--- config.mk ---
export PLATFORM = sky130hd
export DESIGN_NAME = bin2bcd_seq_flat
export DESIGN_NICKNAME = d
export VERILOG_FILES = /design/src/rtl/bcd_pkg.sv /design/src/rtl/bin2bcd_seq_if.sv /design/src/rtl/bcd_digit_adj.sv /design/src/rtl/bin2bcd_seq.sv /design/src/flat_wrapper.sv
export SDC_FILE = /design/constraint.sdc
export NUM_CORES = 1
export LEC_CHECK = 0
export CORE_ASPECT_RATIO = 0.9
export CORE_MARGIN = 3
export CORE_UTILIZATION = 58
export DETAILED_ROUTE_END_ITERATION = 8
export PLACE_DENSITY = 0.84
export SYNTH_ARGS = -nofsm -noshare
export SYNTH_HDL_FRONTEND = slang
export SYNTH_HIERARCHICAL = 1
export SYNTH_SLANG_ARGS = --single-unit
--- constraint.sdc ---
create_clock -name clk -period 2.9 [get_ports clk]
set_input_delay 0.58 -clock clk [delete_from_list [all_inputs] [get_ports clk]]
set_output_delay 0.58 -clock clk [all_outputs]
set_load 0.02 [all_outputs]
--- src/rtl/bcd_pkg.sv ---
// bcd_pkg: shared BCD constants, converter state encoding and the decimal range helper
package bcd_pkg;

    localparam int BCD_DIGIT_W    = 4;
    localparam int BCD_ADJ_THRESH = 5;
    localparam int BCD_ADJ_ADD    = 3;

    typedef enum logic {
        IDLE  = 1'b0,
        SHIFT = 1'b1
    } state_t;

    // Largest value representable in the given number of decimal digits (10^digits - 1)
    function automatic logic [63:0] bcd_max(input int digits);
        logic [63:0] r;
        r = 64'd1;
        for (int k = 0; k < digits; k++) r = r * 64'd10;
        return r - 64'd1;
    endfunction

endpackage

--- src/rtl/bin2bcd_seq_if.sv ---
// bin2bcd_seq_if: start/busy/done conversion handshake with binary input and BCD result
//   start, bin : requester -> converter
//   busy, done, bcd, ovf : converter -> requester
interface bin2bcd_seq_if #(
    parameter int BIN_W  = 14,
    parameter int DIGITS = 4
);
    logic                  start;
    logic [BIN_W-1:0]      bin;
    logic                  busy;
    logic                  done;
    logic [4*DIGITS-1:0]   bcd;
    logic                  ovf;

    modport master (output start, bin, input busy, done, bcd, ovf);
    modport slave  (input start, bin, output busy, done, bcd, ovf);
endinterface

--- src/rtl/bcd_digit_adj.sv ---
// bcd_digit_adj: double-dabble digit correction, adds 3 to a BCD digit of 5 or more
//   d : digit before the shift
//   q : corrected digit
module bcd_digit_adj
    import bcd_pkg::*;
(
    input  logic [BCD_DIGIT_W-1:0] d,
    output logic [BCD_DIGIT_W-1:0] q
);
    assign q = (d >= BCD_DIGIT_W'(BCD_ADJ_THRESH)) ? d + BCD_DIGIT_W'(BCD_ADJ_ADD) : d;
endmodule

--- src/rtl/bin2bcd_seq.sv ---
// bin2bcd_seq: sequential binary-to-BCD converter, one bit per clock with saturating overflow
//   clk, rst : clock, synchronous active-high reset
//   bus      : slave side of bin2bcd_seq_if (start/bin in, busy/done/bcd/ovf out)
module bin2bcd_seq
    import bcd_pkg::*;
#(
    parameter int BIN_W  = 14,
    parameter int DIGITS = 4
) (
    input  logic          clk,
    input  logic          rst,
    bin2bcd_seq_if.slave  bus
);
    localparam int BW = BCD_DIGIT_W * DIGITS;
    localparam int W  = BW + BIN_W;
    localparam int CW = $clog2(BIN_W + 1);
    localparam logic [63:0] MAXV = bcd_max(DIGITS);
    // Overflow logic is only kept when bin can exceed the decimal range
    localparam bit OVF_ON = ((64'd1 << BIN_W) - 64'd1) > MAXV;

    state_t         state, state_n;
    logic [W-1:0]   work, work_n, adj;
    logic [CW-1:0]  cnt, cnt_n;
    logic           pend, pend_n, fin;
    logic [BW-1:0]  bcd_q;
    logic           ovf_q, done_q;

    for (genvar i = 0; i < DIGITS; i++) begin : g_adj
        bcd_digit_adj u_adj (
            .d(work[BIN_W + BCD_DIGIT_W*i +: BCD_DIGIT_W]),
            .q(adj[BIN_W + BCD_DIGIT_W*i +: BCD_DIGIT_W])
        );
    end
    assign adj[BIN_W-1:0] = work[BIN_W-1:0];

    always_comb begin
        state_n = state;
        work_n  = work;
        cnt_n   = cnt;
        pend_n  = pend;
        fin     = 1'b0;
        if (state == IDLE) begin
            if (bus.start) begin
                state_n = SHIFT;
                work_n  = {{BW{1'b0}}, bus.bin};
                cnt_n   = '0;
                pend_n  = OVF_ON && (64'(bus.bin) > MAXV);
            end
        end else begin
            // Top bit of the adjusted register falls off; only possible when pend is set
            work_n  = W'({adj, 1'b0});
            cnt_n   = cnt + 1'b1;
            fin     = (cnt == CW'(BIN_W - 1));
            state_n = fin ? IDLE : SHIFT;
        end
    end

    always_ff @(posedge clk) begin
        if (rst) begin
            state  <= IDLE;
            work   <= '0;
            cnt    <= '0;
            pend   <= 1'b0;
            bcd_q  <= '0;
            ovf_q  <= 1'b0;
            done_q <= 1'b0;
        end else begin
            state  <= state_n;
            work   <= work_n;
            cnt    <= cnt_n;
            pend   <= pend_n;
            done_q <= fin;
            if (fin) begin
                bcd_q <= pend ? {DIGITS{4'h9}} : work_n[W-1 -: BW];
                ovf_q <= pend;
            end
        end
    end

    assign bus.busy = (state == SHIFT);
    assign bus.done = done_q;
    assign bus.bcd  = bcd_q;
    assign bus.ovf  = ovf_q;
endmodule

--- src/flat_wrapper.sv ---
// flat-port wrapper written by rule: the top's interface ports become plain ports
module bin2bcd_seq_flat import bcd_pkg::*;
#(
    parameter int BIN_W  = 14,
    parameter int DIGITS = 4
)
  (clk, rst, bus_start, bus_bin, bus_busy, bus_done, bus_bcd, bus_ovf);
  bin2bcd_seq_if #(.BIN_W(BIN_W), .DIGITS(DIGITS)) bus_i ();
  input  logic clk;
  input  logic rst;
  input wire logic [$bits(bus_i.start)-1:0] bus_start;
  input wire logic [$bits(bus_i.bin)-1:0] bus_bin;
  output wire logic [$bits(bus_i.busy)-1:0] bus_busy;
  output wire logic [$bits(bus_i.done)-1:0] bus_done;
  output wire logic [$bits(bus_i.bcd)-1:0] bus_bcd;
  output wire logic [$bits(bus_i.ovf)-1:0] bus_ovf;
  assign bus_i.start = bus_start;
  assign bus_i.bin = bus_bin;
  assign bus_busy = bus_i.busy;
  assign bus_done = bus_i.done;
  assign bus_bcd = bus_i.bcd;
  assign bus_ovf = bus_i.ovf;
  bin2bcd_seq #(.BIN_W(BIN_W), .DIGITS(DIGITS)) u_core (.clk(clk), .rst(rst), .bus(bus_i));
endmodule
After elaboration in Yosys (flattened, before gate mapping)
Index checks and enable logic that the tools add are counted.
- output and inout bits: 19
- logic and storage cells: 37
- bits in registers: 54
- input port bits: 17
- reduce and logical (&&, ||, !) cells: 3
- equality and inequality tests: 1
- bitwise operators: 1
- $add $sub $neg: 5
- muxes and demuxes: 13
- order comparisons: 5
- operators by type and width (operator ; number):
    two-way mux 30 bit ; 2
    two-way mux 4 bit ; 5
    >= comparator 4 x 3 -> 1 bit, second input constant ; 4
    two-way mux 16 bit ; 1
    greater-than comparator 14 bit, second input constant ; 1
    adder 4 x 2 -> 4 bit, second input constant ; 3
    adder 4 x 1 -> 4 bit, second input constant ; 1
    equality test 4 bit, second input constant ; 1
    two-way mux 1 bit ; 4
    adder 3 x 2 -> 3 bit, second input constant ; 1
    two-way mux 3 bit ; 1
    AND reduction 2 bit ; 1
    nonzero test 2 bit ; 1
    OR reduction 2 bit ; 1
    NOT 1 bit ; 1

Depth between registers and ports, before layout
- depth in word-level cells: 4
- gate-level depth with buffers: 8
- depth with buffers taken out: 8

Cells and area by module
The synthesis kept the hierarchy.
- modules (own cells, without submodules) (module ; times used ; cells each ; area an instance (µm²)):
    bin2bcd_seq ; 1 ; 220 ; 2164.6
    bcd_digit_adj ; 4 ; 16 ; 101.3

Worst setup path before layout
Ideal clock, no wire load.
- path type: register -> register
- from: register u_core.work[23]
- to: register u_core.bcd_q[10] (netlist: u_core/bus.bcd[10])
- required time: 2.840 ns
- slack: 1.426 ns
- arrival: 1.414 ns
- stages on the path, launching flop included: 9
- clock period less this slack: 1.474 ns
- cells stage by stage: dfxtp_1 -> inv_1 -> ha_1 -> nand2b_1 -> a21oi_2 -> mux2i_1 -> nand2_1 -> o22ai_1 -> a22o_1
- longest elaborated chain between the ends: 4
- elaborated cells on any way between the ends: 5
- those cells by class: add/sub: 1; order compare: 1; mux: 3
- ends and longest elaborated chain (element ; RTL line ; text):
    start, declared ; bin2bcd_seq.sv:22 ; logic [W-1:0] work, work_n, adj;
    start signal, assigned ; bin2bcd_seq.sv:69 ; work <= work_n;
    adder 4 x 2 -> 4 bit / >= comparator 4 x 3 -> 1 bit (equally long branches) ; bcd_digit_adj.sv:10 ; assign q = (d >= BCD_DIGIT_W'(BCD_ADJ_THRESH)) ? d + BCD_DIGIT_W'(BCD_ADJ_ADD) : d;
    two-way mux 4 bit * ; bcd_digit_adj.sv:10 ;
    via u_core.adj[23] ; bin2bcd_seq.sv:22 ;
    two-way mux 30 bit * ; bin2bcd_seq.sv:42 ; if (state == IDLE) begin
    two-way mux 16 bit * ; bin2bcd_seq.sv:74 ; bcd_q <= pend ? {DIGITS{4'h9}} : work_n[W-1 -: BW];
    end signal, assigned ; bin2bcd_seq.sv:74 ;
    end, declared ; bin2bcd_seq.sv:25 ; logic [BW-1:0] bcd_q;
The timed path passes the listed nets; every way through them passes the cells marked *.
A chain may end at the register's enable or synchronous reset.

Final worst setup path
- from: register u_core.cnt[0]
- to: register u_core.bcd_q[14] (netlist: u_core/bus.bcd[14])
- longest elaborated chain between the ends: 2
- ends and longest elaborated chain (element ; RTL line ; text):
    start, declared ; bin2bcd_seq.sv:23 ; logic [CW-1:0] cnt, cnt_n;
    start signal, assigned ; bin2bcd_seq.sv:70 ; cnt <= cnt_n;
    equality test 4 bit ; bin2bcd_seq.sv:53 ; fin = (cnt == CW'(BIN_W - 1));
    two-way mux 1 bit ; bin2bcd_seq.sv:42 ;
Every way passes these cells.

==> flow_summary_export.csv <==
group,metric,value,unit
status,status,"complete, no violations",
pwr,power_leakage,0.00115,uW
clocking,cts.sinks,54,
setup_path,path_cells,"ha_1 > nand4_1 > nor2_1 > a22o_2",
logic_synthesis,ys_warn_count,6,
setup_path,rr_startpoint,"u_core/cnt[0]$_SDFFE_PP0P_",
timing,fin_crit,1940,ps
setup_path,worstPathBufferInverterCount,0,
floorplanning,die_w,75.9,microns
timing,fin_skew,8.88,ps
finish,antenna_cells,0,
min_path,holdPathStages,2,
floorplanning,boundaryPins,36,
logic_synthesis,syn_area,2550,sq um
setup_path,crit_type,"reg -> reg",
detailed_routing,wl_per_cell,13.6,microns
setup_path,r2r_end,"u_core/bus.bcd[14]$_SDFFE_PP0P_",
detailed_routing,wl_met1,2410,microns
setup_path,cpLargestDelayFamily,"simple AND/OR/NAND/NOR gates",
timing,min_period_over_period,0.670,
pwr,switching_power,317,uW
setup_path,worstSetupEndpointType,"flip-flop",
global_route,grt_start_max_net_pins,43,
finish,area_growth,17.6,%
min_path,worstHoldEndpoint,"u_core/bus.ovf$_SDFFE_PP0P_",
timing,hold_violations,0,
clocking,clk_pin_slew,90,ps
finish,nets,336,
finish,final_util,0.721,
place,place_area,2900,sq um
floorplanning,start_util,0.613,
floorplanning,die_h,68.9,microns
timing,finalSetupViolations,0,
logic_synthesis,syn_area_per_cell,9.11,sq um
global_route,antenna_found_initial,0,
pwr,p_comb_frac,0.093,
clocking,cts_root_buf,"clkbuf_8",
clocking,cts_htree_levels,2,
finish,fin_area,3000,sq um
detailed_routing,viasPerCell,5.45,
setup_path,crit_required,3150,ps
detailed_routing,first_iter_violations,126,
global_route,grt-ovfl-total,0,
clocking,cts_tree,"yes",
timing,setup_ws,958,ps
setup_path,ff2ff_path_depth,4,
timing,max-slew-margin-rel,0.514,
detailed_routing,drc,0,
setup_path,crit_path_start_kind,"flip-flop",
detailed_routing,num_vias,2017,
detailed_routing,dr_wl_met3,209,microns
pwr,power.density,443,nW/um^2
logic_synthesis,synth_fp_nets,307,
floorplanning,design.core.area,4160,sq um
timing,setup_tns,0,ps
timing,finalMaxSlewViolations,0,
setup_path,rrSetupSlack,960,ps
floorplanning,die-area,5230,sq um
detailed_routing,totalWireLength,5030,microns
clocking,cts_hold_buf,0,
place,pre_cts_ws,783,ps
finish,drive_gt1_frac,0.116,
min_path,hp-class,"reg -> reg",
setup_path,critPathMaxFanout,11,
detailed_routing,drtAntennaViolNets,0,
place,place_congestion,0.801,
global_route,grt_pass1_wl,8720,microns
timing,whs,470,ps
place,dp.final_hpwl,3550,microns
min_path,hold_path_startpoint,"u_core/bus.ovf$_SDFFE_PP0P_",
detailed_routing,routed.top_layer,"met4",
place,portBuffers,35,
clocking,clockBufferDepth,2,
logic_synthesis,syn_inst,280,
setup_path,startpoint,"u_core/cnt[0]$_SDFFE_PP0P_",
timing,rsz0062_at_grt,"no",
setup_path,cp.arrival,2200,ps
job,drv_cap,0,
setup_path,crit_slowest_cell,"nor2_1",
pwr,power_frac_seq,0.579,
pwr,power_frac_clock,0.328,
setup_path,max_stage_delay,640,ps
pwr,vdd.ir_drop.worst,337,uV
floorplanning,row_count,22,
timing,fmax,515,MHz
detailed_routing,dr_wl_met2,2350,microns
timing,tightest_slew,729,ps
global_route,grt_pass1_vias,1974,
clocking,clk_latency,310,ps
pwr,switching_share,0.238,
clocking,cts_buffers,5,
pwr,p_int,1010,uW
global_route,track_usage,0.221,
clocking,cts-resized-gates,0,
clocking,post_cts_buffers,0,
detailed_routing,drtPass1Iterations,4,
-- power by group through the flow --
stage	logic [uW]	clock network (uW)	registers [uW]
after CTS	124	449	769
after global routing	136	474	771
after detailed placement	123	0	786
after global placement	120	0	786
after floorplan	89.8	0	783
final	123	436	769
-- state kept, by name, indices dropped and copies added (netlist names) --
| register | count |
|---|---|
| u_core/bus.ovf | 1 |
| u_core/work | 30 |
| u_core/cnt | 4 |
| u_core/bus.done | 1 |
| u_core/bus.busy | 1 |
| u_core/pend | 1 |
| u_core/bus.bcd | 16 |
-- cell type report --
class | count | area [sq um]
Sequential cell | 54 | 1080
Fill cell | 342 | 1160
Clock buffer | 6 | 82.6
Multi-Input combinational cell | 199 | 1330
Clock inverter | 2 | 12.5
Inverter | 9 | 33.8
Timing Repair Buffer | 40 | 383
Tap cell | 60 | 75.1
-- per-stage QoR --
stage | std cells | power [uW]
floorplan | 280 | 873
global placement | 362 | 906
detailed placement | 362 | 910
CTS | 370 | 1340
global route | 370 | 1380
finish | 370 | 1330
-- worst min-delay path, cell delays in order, from the launching register on --
cell and delay (ps):
dfxtp_1 320, nand2_1 60, a21oi_1 60
-- layout by cell type (no fill, tap or decap), types with 2 or more instances in the layout --
cell type / instances
a22oi_1: 8
nor2b_1: 2
xnor2_1: 4
nor3_1: 18
o22ai_1: 5
mux2_2: 12
nand4_1: 2
ha_1: 10
or3b_1: 2
nand3b_1: 2
buf_4: 5
nand2_1: 27
a311oi_1: 2
a21oi_1: 2
dfxtp_1: 54
o21ai_1: 3
o21ai_0: 5
mux2i_1: 20
clkbuf_8: 6
a22o_1: 6
a22o_2: 2
a21oi_2: 6
clkdlybuf4s50_1: 34
nand2b_1: 14
inv_1: 9
nor2_1: 38
-- worst max path at each step --
| stage | to | slack (ps) | cells past startpoint |
|---|---|---|---|
| after floorplan | u_core/bus.bcd[10]$_SDFFE_PP0P_ | 1430 | 8 |
| after global placement | u_core/bus.bcd[9]$_SDFFE_PP0P_ | 830 | 5 |
| after detailed placement | u_core/bus.bcd[9]$_SDFFE_PP0P_ | 780 | 5 |
| after CTS | u_core/bus.bcd[14]$_SDFFE_PP0P_ | 940 | 4 |
| after global routing | u_core/bus.bcd[14]$_SDFFE_PP0P_ | 780 | 4 |
| final | u_core/bus.bcd[14]$_SDFFE_PP0P_ | 960 | 4 |
-- metal layers --
layer | track usage | vias to the layer above
li1 | - | 1017
met1 | 0.287 | 956
met2 | 0.357 | 39
met3 | 0.0609 | 5
met4 | 0.0633 | 0
met5 | 0 | -
(Power assumes the default switching activity.)
